==> src/rtl/rv32i_ctrl_pkg.sv <==
// ---------------------------------------------------------------------------
// rv32i_ctrl_pkg
// Shared definitions for the multi-cycle RV32I control path: opcode
// constants, the datapath control encodings (kept identical to the
// single-cycle core so the datapath muxes need no change), the instruction
// class enumeration and the control-FSM state enumeration.
// ---------------------------------------------------------------------------
package rv32i_ctrl_pkg;

  // Major opcodes, instruction[6:0]
  localparam logic [6:0] OP_R      = 7'b0110011;
  localparam logic [6:0] OP_I      = 7'b0010011;
  localparam logic [6:0] OP_LOAD   = 7'b0000011;
  localparam logic [6:0] OP_STORE  = 7'b0100011;
  localparam logic [6:0] OP_BRANCH = 7'b1100011;
  localparam logic [6:0] OP_LUI    = 7'b0110111;
  localparam logic [6:0] OP_AUIPC  = 7'b0010111;
  localparam logic [6:0] OP_JAL    = 7'b1101111;
  localparam logic [6:0] OP_JALR   = 7'b1100111;

  // ALU operation class (funct-level decode happens in the ALU decoder)
  localparam logic [1:0] ALU_ADD   = 2'b00;
  localparam logic [1:0] ALU_SUB   = 2'b01;
  localparam logic [1:0] ALU_FUNCT = 2'b10;

  // Next-PC source
  localparam logic [1:0] PC_PLUS4  = 2'b00;
  localparam logic [1:0] PC_TARGET = 2'b01;
  localparam logic [1:0] PC_ALU    = 2'b10;

  // Register-file write-back source
  localparam logic [1:0] MTR_ALU   = 2'b00;
  localparam logic [1:0] MTR_MEM   = 2'b01;
  localparam logic [1:0] MTR_IMM   = 2'b10;
  localparam logic [1:0] MTR_PC4   = 2'b11;

  // Immediate format
  localparam logic [2:0] IMM_I     = 3'b000;
  localparam logic [2:0] IMM_S     = 3'b001;
  localparam logic [2:0] IMM_B     = 3'b010;
  localparam logic [2:0] IMM_J     = 3'b011;
  localparam logic [2:0] IMM_U     = 3'b100;

  // Width of the memory wait counter (covers MEM_WAIT_MAX up to 255)
  localparam int unsigned WAIT_CNT_W = 8;

  typedef enum logic [2:0] {
    FETCH,
    DECODE,
    EXEC,
    MEM,
    WB,
    ERR,
    TRAP
  } mc_state_e;

  typedef enum logic [3:0] {
    CLS_R,
    CLS_I,
    CLS_LOAD,
    CLS_STORE,
    CLS_BRANCH,
    CLS_LUI,
    CLS_AUIPC,
    CLS_JAL,
    CLS_JALR,
    CLS_ILLEGAL
  } op_class_e;

  // Controls that depend only on the instruction class, not on the state
  typedef struct packed {
    logic       a_sel;     // 0 = rs1, 1 = PC
    logic       b_sel;     // 0 = rs2, 1 = immediate
    logic [1:0] alu_op;
    logic [2:0] immsrc;
    logic [1:0] memtoreg;
    logic [1:0] pc_src;    // PC source used by the write-back PC update
  } static_ctrl_t;

endpackage

==> src/rtl/mc_decode.sv <==
// ---------------------------------------------------------------------------
// mc_decode
// Purely combinational opcode classifier. Maps the IR opcode to an
// instruction class plus the class-static datapath controls; the FSM
// decides when those controls are actually driven.
// Ports:
//   opcode_i  in   7   instruction[6:0]
//   cls_o     out      instruction class (CLS_ILLEGAL when unrecognised)
//   ctrl_o    out      static controls for that class
// ---------------------------------------------------------------------------
module mc_decode
  import rv32i_ctrl_pkg::*;
(
  input  logic [6:0]   opcode_i,
  output op_class_e    cls_o,
  output static_ctrl_t ctrl_o
);

  always_comb begin
    // NOTE: every signal written here gets a default first, so an
    // unmatched opcode can never leave a latch behind.
    cls_o  = CLS_ILLEGAL;
    ctrl_o = '0;
    unique case (opcode_i)
      OP_R: begin
        cls_o         = CLS_R;
        ctrl_o.alu_op = ALU_FUNCT;
      end
      OP_I: begin
        cls_o         = CLS_I;
        ctrl_o.b_sel  = 1'b1;
        ctrl_o.alu_op = ALU_FUNCT;
        ctrl_o.immsrc = IMM_I;
      end
      OP_LOAD: begin
        cls_o           = CLS_LOAD;
        ctrl_o.b_sel    = 1'b1;
        ctrl_o.alu_op   = ALU_ADD;
        ctrl_o.immsrc   = IMM_I;
        ctrl_o.memtoreg = MTR_MEM;
      end
      OP_STORE: begin
        cls_o         = CLS_STORE;
        ctrl_o.b_sel  = 1'b1;
        ctrl_o.alu_op = ALU_ADD;
        ctrl_o.immsrc = IMM_S;
      end
      OP_BRANCH: begin
        // ALU compares rs1/rs2; the target adder uses the B immediate
        cls_o         = CLS_BRANCH;
        ctrl_o.alu_op = ALU_SUB;
        ctrl_o.immsrc = IMM_B;
      end
      OP_LUI: begin
        cls_o           = CLS_LUI;
        ctrl_o.b_sel    = 1'b1;
        ctrl_o.immsrc   = IMM_U;
        ctrl_o.memtoreg = MTR_IMM;
      end
      OP_AUIPC: begin
        cls_o         = CLS_AUIPC;
        ctrl_o.a_sel  = 1'b1;
        ctrl_o.b_sel  = 1'b1;
        ctrl_o.immsrc = IMM_U;
      end
      OP_JAL: begin
        cls_o           = CLS_JAL;
        ctrl_o.a_sel    = 1'b1;
        ctrl_o.b_sel    = 1'b1;
        ctrl_o.immsrc   = IMM_J;
        ctrl_o.memtoreg = MTR_PC4;
        ctrl_o.pc_src   = PC_TARGET;
      end
      OP_JALR: begin
        cls_o           = CLS_JALR;
        ctrl_o.b_sel    = 1'b1;
        ctrl_o.immsrc   = IMM_I;
        ctrl_o.memtoreg = MTR_PC4;
        ctrl_o.pc_src   = PC_ALU;
      end
      default: begin
        cls_o  = CLS_ILLEGAL;
        ctrl_o = '0;
      end
    endcase
  end

endmodule

==> src/rtl/mc_control_fsm.sv <==
// ---------------------------------------------------------------------------
// mc_control_fsm
// Control FSM of the multi-cycle RV32I core with a unified memory port.
// FETCH -> DECODE -> EXEC -> (MEM) -> (WB) -> FETCH, with a per-request
// wait counter that sends the FSM to the sticky ERR state on timeout.
//
// Build option: define MC_CTRL_ILLEGAL_TRAP_EN to send unrecognised opcodes
// to the sticky TRAP state (illegal_o = 1); otherwise they retire as NOPs
// and illegal_o is tied low.
//
// Ports:
//   clk, rst_n        clock, asynchronous active-low reset
//   opcode_i          instruction[6:0] from the IR
//   branch_taken_i    branch comparison result (sampled in EXEC)
//   mem_ack_i         one-cycle memory completion pulse
//   mem_req_o, mem_we_o, iord_o          memory request / write / address sel
//   ir_we_o, mdr_we_o, pc_we_o, reg_we_o architectural write enables
//   a_sel_o, b_sel_o, alu_op_o, immsrc_o ALU operand / op / immediate controls
//   pc_src_o, memtoreg_o                 next-PC and write-back source
//   instret_o         pulse per retired instruction
//   mem_err_o         sticky memory timeout flag
//   illegal_o         sticky illegal-instruction flag (trap build only)
// ---------------------------------------------------------------------------
module mc_control_fsm
  import rv32i_ctrl_pkg::*;
#(
  parameter int unsigned MEM_WAIT_MAX = 15
) (
  input  logic       clk,
  input  logic       rst_n,
  input  logic [6:0] opcode_i,
  input  logic       branch_taken_i,
  input  logic       mem_ack_i,
  output logic       mem_req_o,
  output logic       mem_we_o,
  output logic       iord_o,
  output logic       ir_we_o,
  output logic       mdr_we_o,
  output logic       pc_we_o,
  output logic       reg_we_o,
  output logic       a_sel_o,
  output logic       b_sel_o,
  output logic [1:0] alu_op_o,
  output logic [1:0] pc_src_o,
  output logic [1:0] memtoreg_o,
  output logic [2:0] immsrc_o,
  output logic       instret_o,
  output logic       mem_err_o,
  output logic       illegal_o
);

  // Counter value of the last permitted unacknowledged request cycle
  localparam logic [WAIT_CNT_W-1:0] WAIT_LAST = WAIT_CNT_W'(MEM_WAIT_MAX - 1);

  mc_state_e               state_q, state_d;
  logic [WAIT_CNT_W-1:0]   cnt_q, cnt_d;
  op_class_e               op_cls;
  static_ctrl_t            ctrl;
  logic                    drive_alu;

  mc_decode u_decode (
    .opcode_i (opcode_i),
    .cls_o    (op_cls),
    .ctrl_o   (ctrl)
  );

  always_ff @(posedge clk or negedge rst_n) begin
    if (!rst_n) begin
      state_q <= FETCH;
      cnt_q   <= '0;
    end else begin
      // NOTE: state flops use non-blocking assignments so every flop samples
      // the pre-edge values regardless of statement order.
      state_q <= state_d;
      cnt_q   <= cnt_d;
    end
  end

  always_comb begin
    state_d    = state_q;
    cnt_d      = '0;        // cleared whenever not counting, i.e. on entry to FETCH/MEM
    drive_alu  = 1'b0;
    mem_req_o  = 1'b0;
    mem_we_o   = 1'b0;
    iord_o     = 1'b0;
    ir_we_o    = 1'b0;
    mdr_we_o   = 1'b0;
    pc_we_o    = 1'b0;
    reg_we_o   = 1'b0;
    a_sel_o    = 1'b0;
    b_sel_o    = 1'b0;
    alu_op_o   = '0;
    pc_src_o   = '0;
    memtoreg_o = '0;
    immsrc_o   = '0;
    instret_o  = 1'b0;

    // NOTE: outputs are gated by rst_n itself so they drop to 0 the moment
    // reset asserts, not at the next clock edge (FETCH would otherwise keep
    // mem_req_o high throughout reset).
    if (rst_n) begin
      unique case (state_q)
        FETCH: begin
          mem_req_o = 1'b1;
          if (mem_ack_i) begin
            ir_we_o = 1'b1;
            state_d = DECODE;
          end else if (cnt_q == WAIT_LAST) begin
            state_d = ERR;
          end else begin
            cnt_d = cnt_q + 1'b1;
          end
        end

        DECODE: begin
`ifdef MC_CTRL_ILLEGAL_TRAP_EN
          state_d = (op_cls == CLS_ILLEGAL) ? TRAP : EXEC;
`else
          state_d = EXEC;
`endif
        end

        EXEC: begin
          drive_alu = 1'b1;
          unique case (op_cls)
            CLS_BRANCH: begin
              pc_we_o   = 1'b1;
              pc_src_o  = branch_taken_i ? PC_TARGET : PC_PLUS4;
              instret_o = 1'b1;
              state_d   = FETCH;
            end
            CLS_ILLEGAL: begin
              // Unrecognised opcode retires as a NOP
              pc_we_o   = 1'b1;
              pc_src_o  = PC_PLUS4;
              instret_o = 1'b1;
              state_d   = FETCH;
            end
            CLS_LOAD, CLS_STORE: state_d = MEM;
            default:             state_d = WB;
          endcase
        end

        MEM: begin
          // ALU result is the address, so its controls stay driven
          drive_alu = 1'b1;
          mem_req_o = 1'b1;
          iord_o    = 1'b1;
          mem_we_o  = (op_cls == CLS_STORE);
          if (mem_ack_i) begin
            if (op_cls == CLS_STORE) begin
              pc_we_o   = 1'b1;
              pc_src_o  = PC_PLUS4;
              instret_o = 1'b1;
              state_d   = FETCH;
            end else begin
              mdr_we_o = 1'b1;
              state_d  = WB;
            end
          end else if (cnt_q == WAIT_LAST) begin
            state_d = ERR;
          end else begin
            cnt_d = cnt_q + 1'b1;
          end
        end

        WB: begin
          // No ALU output register, so ALU/JALR results are still combinational
          drive_alu  = 1'b1;
          reg_we_o   = 1'b1;
          memtoreg_o = ctrl.memtoreg;
          pc_we_o    = 1'b1;
          pc_src_o   = ctrl.pc_src;
          instret_o  = 1'b1;
          state_d    = FETCH;
        end

        ERR, TRAP: state_d = state_q;   // sticky until reset

        default: state_d = ERR;
      endcase

      if (drive_alu) begin
        a_sel_o  = ctrl.a_sel;
        b_sel_o  = ctrl.b_sel;
        alu_op_o = ctrl.alu_op;
        immsrc_o = ctrl.immsrc;
      end
    end
  end

  assign mem_err_o = rst_n && (state_q == ERR);

`ifdef MC_CTRL_ILLEGAL_TRAP_EN
  assign illegal_o = rst_n && (state_q == TRAP);
`else
  assign illegal_o = 1'b0;
`endif

endmodule

==> config.mk <==
export PLATFORM = sky130hd
export DESIGN_NAME = mc_control_fsm
export DESIGN_NICKNAME = d
export VERILOG_FILES = /design/src/rtl/rv32i_ctrl_pkg.sv /design/src/rtl/mc_decode.sv /design/src/rtl/mc_control_fsm.sv
export SDC_FILE = /design/constraint.sdc
export NUM_CORES = 1
export LEC_CHECK = 0
export CAP_MARGIN = 25
export CORE_UTILIZATION = 40
export DETAILED_ROUTE_END_ITERATION = 10
export GPL_TIMING_DRIVEN = 0
export PLACE_DENSITY = 0.7
export SYNTH_ARGS = -nofsm -noshare
export SYNTH_HDL_FRONTEND = slang
export SYNTH_SLANG_ARGS = --single-unit
==> constraint.sdc <==
create_clock -name clk -period 2.2 [get_ports clk]
set_clock_uncertainty 0.05 [all_clocks]
set_input_delay 0.44 -clock clk [delete_from_list [all_inputs] [get_ports clk]]
set_output_delay 0.44 -clock clk [all_outputs]
set_load 0.02 [all_outputs]
**After elaboration in Yosys (flattened, before gate mapping)**

Index checks and enable logic that the tools add are counted.

- Bits in registers: 11
- Output and inout bits: 21
- Word-level logic and storage cells: 90

- Add/subtract/negate cells: 1
- Equality and inequality tests: 20
- Muxes and demuxes: 53
- Bitwise operators: 1
- Reductions and logical operators: 13

Operators with widths:

| kind | count |
|---|---|
| one-hot mux 4 bit (9 select lines) | 1 |
| 2-to-1 mux 8 bit | 4 |
| 2-to-1 mux 1 bit | 29 |
| equality test 7 x 6 -> 1 bit (second input constant) | 3 |
| equality test 7 bit (second input constant) | 3 |
| 2-to-1 mux 3 bit | 6 |
| one-hot mux 3 bit (6 select lines) | 1 |
| OR reduction 2 bit | 8 |
| equality test 7 x 5 -> 1 bit (second input constant) | 2 |
| one-hot mux 2 bit (2 select lines) | 3 |
| one-hot mux 3 bit (4 select lines) | 1 |
| 2-to-1 mux 2 bit | 5 |
| equality test 3 bit (second input constant) | 3 |
| adder 8 x 1 -> 8 bit (second input constant) | 1 |
| equality test 4 x 2 -> 1 bit (second input constant) | 2 |
| equality test 8 x 4 -> 1 bit (second input constant) | 1 |
| equality test 7 x 2 -> 1 bit (second input constant) | 1 |
| OR reduction 7 bit | 1 |
| equality test 3 x 2 -> 1 bit (second input constant) | 2 |
| one-hot mux 2 bit (3 select lines) | 1 |
| one-hot mux 3 bit (2 select lines) | 1 |
| equality test 4 x 3 -> 1 bit (second input constant) | 1 |
| equality test 4 bit (second input constant) | 1 |
| equality test 3 x 1 -> 1 bit (second input constant) | 1 |
| 6 further kinds | 6 |

**Longest topological paths before layout**

- Depth after elaboration: 7
- Mapped depth: 6

**Modules after synthesis**

Synthesis repeated with hierarchy kept, for this count alone.

- Cells, all modules: 151
- Area total of the unflattened synthesis: 1,196.1 sq um

Modules (own cells, without submodules):

| module | instances | cells each | area each (sq um) | seq. area each (sq um) |
|---|---|---|---|---|
| mc_control_fsm | 1 | 100 | 889.6 | 275.3 |
| mc_decode | 1 | 51 | 306.5 | 0.0 |

**Least setup slack after synthesis**

No wires, ideal clock.

- Path type: input -> output
- Start: input port opcode_i[2]
- End: output port pc_we_o
- Arrival time: 1,737 ps
- Data required time: 1,710 ps
- Slack: -27 ps
- Stages: 6
- Buffers on the path: 2
- Path through: buf_4 > or4b_4 > nor2_2 > a31oi_1 > a21oi_2 > buf_4

- Longest elaborated chain between the ends: 7
- Elaborated cells between the ends (all ways): 19
- Those cells by class: eq/ne (12); mux (6); reduce/logical (1)

Ends and longest elaborated chain:

| what | RTL line | text |
|---|---|---|
| start: declaration | mc_control_fsm.sv:31 | `input logic [6:0] opcode_i,` |
| equality test 7 bit, or another cell as far along | mc_decode.sv:24 | `unique case (opcode_i)` |
| one-hot mux 4 bit (9 select lines) * | mc_decode.sv:24 |  |
| equality test 4 x 2 -> 1 bit, or another cell as far along | mc_control_fsm.sv:151 | `if (op_cls == CLS_STORE) begin` |
| 2-to-1 mux 1 bit / OR reduction 2 bit (equally long branches) | - |  |
| 2-to-1 mux 1 bit (on tied branches) | - |  |
| one-hot mux 1 bit (3 select lines) * | - |  |
| 2-to-1 mux 1 bit * | - |  |
| end: declaration | mc_control_fsm.sv:39 | `output logic pc_we_o,` |

Every way passes the cells marked *; elsewhere a longest branch is shown, timed or not.

**Worst setup path after layout**

- Start: input port opcode_i[2]
- End: output port instret_o

- Longest elaborated chain between the ends: 7
- Elaborated cells between the ends (all ways): 19
- Those cells by class: eq/ne (12); mux (6); reduce/logical (1)

Ends and longest elaborated chain:

| what | RTL line | text |
|---|---|---|
| equality test 7 bit, or another cell as far along | mc_decode.sv:24 |  |
| one-hot mux 4 bit (9 select lines) * | mc_decode.sv:24 |  |
| equality test 4 x 2 -> 1 bit, or another cell as far along | mc_control_fsm.sv:151 |  |
| 2-to-1 mux 1 bit / OR reduction 2 bit (equally long branches) | - |  |
| 2-to-1 mux 1 bit (on tied branches) | mc_control_fsm.sv:150, mc_control_fsm.sv:125 |  |
| one-hot mux 1 bit (3 select lines) * | mc_control_fsm.sv:102 | `unique case (state_q)` |
| 2-to-1 mux 1 bit * | mc_control_fsm.sv:101 | `if (rst_n) begin` |
| end: declaration | mc_control_fsm.sv:47 | `output logic instret_o,` |

Marks and branches as above.

==> results_dict.tcl <==
set metrics [dict create \
    syn-cell-area_um2 993.5 \
    cp_max_fo 2 \
    rows 17 \
    power.density_mw_per_mm2 629.9 \
    holdCritPathClass "reg2reg" \
    required_ns 1.71 \
    synthTopCellsByArea "dfrtp_1, nor2_1, xor2_1" \
    layout.nets 181 \
    slowest_delay_ns 0.55 \
    drt_iter0_markers 32 \
    path_clk_slew_ns 0.07 \
    synth-seq-area-share_pct 27.71 \
    dp_slack_ns -1.195 \
    fin_crit_sh_pct 98.96 \
    r2r_cells 6 \
    clock_latency_ns 0.26 \
    antenna_found_initial 0 \
    antenna_cells 0 \
    timing.critical_path.buf_inv 2 \
    p_sw_mw 0.3820 \
    startpoint "opcode_i[2]" \
    drt-met1-wl_mm 1.253 \
    vias 1097 \
    wl_met3_um 105 \
    hold_viol_final 0 \
    ys_ff_latch 11 \
    gp_congestion 0.8935 \
    gr-total-overflow 0 \
    status "finished, final reports clean" \
    drv_slew 0 \
    worstSetupStartpointType "input pin" \
    cts_tree "yes" \
    num_io_pins 32 \
    finalSetupViolations 0 \
    placed_area_mm2 0.001315 \
    top_layer "met4" \
    numPortBuffers 28 \
    synthArstFlopShare_pct 100.0 \
    p_leak_nw 0.6424 \
    design_area_mm2 0.001423 \
    netlist.area_leader.share_pct 27.71 \
    wl_mm 2.827 \
    grt_max_degree 12 \
    synthesis.nets 140 \
    synthCells 127 \
    die_h_um 51.84 \
    fin_util_pct 62.51 \
    vdd_drop_max_mv 0.5107 \
    grt_pass1_wl_mm 4.271 \
    dp_hpwl_mm 1.933 \
    crit_family "simple AND/OR/NAND/NOR gates" \
    wl_met2_mm 1.416 \
    synth_top_area_cell "dfrtp_1" \
    period_needed_ns 2.177 \
    yosysMostFrequentCell "nor2_1" \
    drive_gt1_share_pct 34.13 \
    syn_to_final_growth_pct 43.20 \
    die_area_mm2 0.002687 \
    rrSetupSlack_ns 0.49 \
    rr_endpoint "state_q[2]$_DFFE_PN0P_" \
    die_x_um 51.84 \
    switching_share_pct 42.63 \
    clkPwrFrac_pct 15.2 \
    cap_viol_max_count 0 \
    power_frac_seq_pct 28.9 \
    path_cells "buf_12, or4b_4, nor2_4, a31oi_1, a21oi_2, buf_2" \
    cts_num_sinks 11 \
    worst_setup_path_endpoint "instret_o" \
    cpMaxStageDelayCell "or4b_4" \
    fin_ws_ns 0.02282 \
    core_area_mm2 0.002276 \
    cts_inserted_buffers 3 \
    final_antenna_net_count 0 \
    start_util_pct 43.65 \
    synth-edff-count 0 \
    cp-end-kind "primary output" \
    avgSynthCellArea_um2 7.822 \
    p_int_mw 0.5141 \
    p_comb_share_pct 55.9 \
    arrival_ns 1.69 \
    wire_per_inst_um 14.50 \
    viasPerCell 5.626 \
    cts_max_level 1 \
    track_usage_pct 20.92 \
    yosys-top-cells-count "nor2_1, dfrtp_1, nand2_1" \
    yosys_warnings 0 \
    synth_ff_type "dfrtp_1" \
    dr.pass1.iters 4 \
    clockBufferDepth 2 \
    drc 0 \
    cp.depth 6 \
    reg2reg_from "cnt_q[0]$_DFF_PN0_" \
    cts-root-buf "clkbuf_4" \
    critical_path_class "in2out" \
    first_global_vias 979 \
    fmax_mhz 459.3 \
    synthDistinctLibCells 42 \
]
-- repair_timing --
item,in CTS,in global routing
resized for setup,100,20
pin swaps,6,7
hold endpoints to repair,11,0
hold buffers,1,0
setup buffers,3,5
setup endpoints to repair,20,16
-- worst reg2reg max path, stage by stage, from the launching register on --
cell	delay, ns
dfrtp_1	0.42
inv_1	0.07
ha_1	0.14
nor3b_1	0.31
nand3b_1	0.11
a211o_1	0.30
a31oi_1	0.21
-- metrics by stage --
stage	hold WS (ns)	TNS, ns	cells	total power, mW
6_report	0.4601	0	195	0.8961
5_1_grt	0.4625	-0.02477	195	0.9567
4_1_cts	0.4514	-0.009460	191	0.8214
3_5_place_dp	0.4541	-18.63	183	0.6634
3_3_place_gp	0.4493	-17.48	183	0.6586
2_1_floorplan	0.09441	-0.01994	127	0.5309
-- how the worst min path moves through the flow --
stage	startpoint	to	slack, ns	cells after the start
final	cnt_q[0]$_DFF_PN0_	cnt_q[0]$_DFF_PN0_	0.46	1
after global routing	rst_n	state_q[1]$_DFFE_PN0P_	0.46	3
after CTS	rst_n	state_q[1]$_DFFE_PN0P_	0.45	3
after detailed placement	cnt_q[0]$_DFF_PN0_	cnt_q[0]$_DFF_PN0_	0.45	1
after global placement	cnt_q[0]$_DFF_PN0_	cnt_q[0]$_DFF_PN0_	0.45	1
after floorplan	rst_n	cnt_q[0]$_DFF_PN0_	0.09	0
-- area by class of cell --
cell class              instances  area, µm²
well taps                      28      35.03
plain buffers                   6      71.32
clock buffers                   4      26.28
inverters                       6      22.52
flip-flops and latches         11      277.8
repair buffers                 37      285.3
multi-input cells             103      704.4
fillers                       206      853.3
-- layout by cell type, fill, tap and decap left out, types with 2 or more instances in the layout --
master / synthesis / final
buf_4: 4 / 12
nand4b_1: 2 / 2
dfrtp_1: 11 / 9
o2111ai_1: 2 / 2
nor2_2: 1 / 3
nor3_1: 3 / 2
o22ai_1: 2 / 2
nor2_4: 0 / 2
and3_1: 4 / 4
nand3b_1: 3 / 3
nand3_1: 4 / 4
and2_1: 2 / 2
dfrtp_2: 0 / 2
a31oi_1: 4 / 4
clkdlybuf4s15_1: 0 / 2
nor2_1: 21 / 17
a211o_1: 2 / 2
or2_2: 2 / 2
clkbuf_4: 0 / 3
nand2_1: 11 / 9
ha_1: 2 / 2
clkbuf_2: 0 / 2
buf_6: 0 / 6
nor3b_4: 0 / 2
a21oi_1: 7 / 7
nand2_2: 0 / 2
dlygate4sd2_1: 0 / 5
inv_1: 6 / 6
xor2_1: 5 / 5
buf_2: 2 / 10
clkdlybuf4s50_1: 0 / 2
nand4_1: 3 / 3
o21ai_0: 2 / 2
-- layer usage --
layer  vias up  global-route usage, %
met5         -                      0
met4         0                  4.505
met3         6                  4.386
met2        38                  35.04
met1       521                  27.40
li1        532                      -
-- cell families after synthesis --
| logic type | synth area share, % |
|---|---|
| adders and majority gates | 2.518 |
| AOI/OAI and AO/OA | 18.01 |
| DFF | 27.71 |
| xor gates and xnor gates | 5.290 |
| buffers and inverters | 7.682 |
| and+or+nand+nor | 38.41 |
| other | 0.3775 |
-- sequential cells by signal, indices dropped and copies added, names as in the netlist --
signal / count
state_q: 3
cnt_q: 8
-- power groups by stage --
stage,clock (mW),sequential (mW),combinational [mW]
finish,0.136,0.259,0.501
global route,0.155,0.263,0.539
CTS,0.141,0.254,0.426
detailed placement,0,0.259,0.405
global placement,0,0.259,0.400
floorplan,0,0.252,0.279
Power figures use the tool's default switching activity.
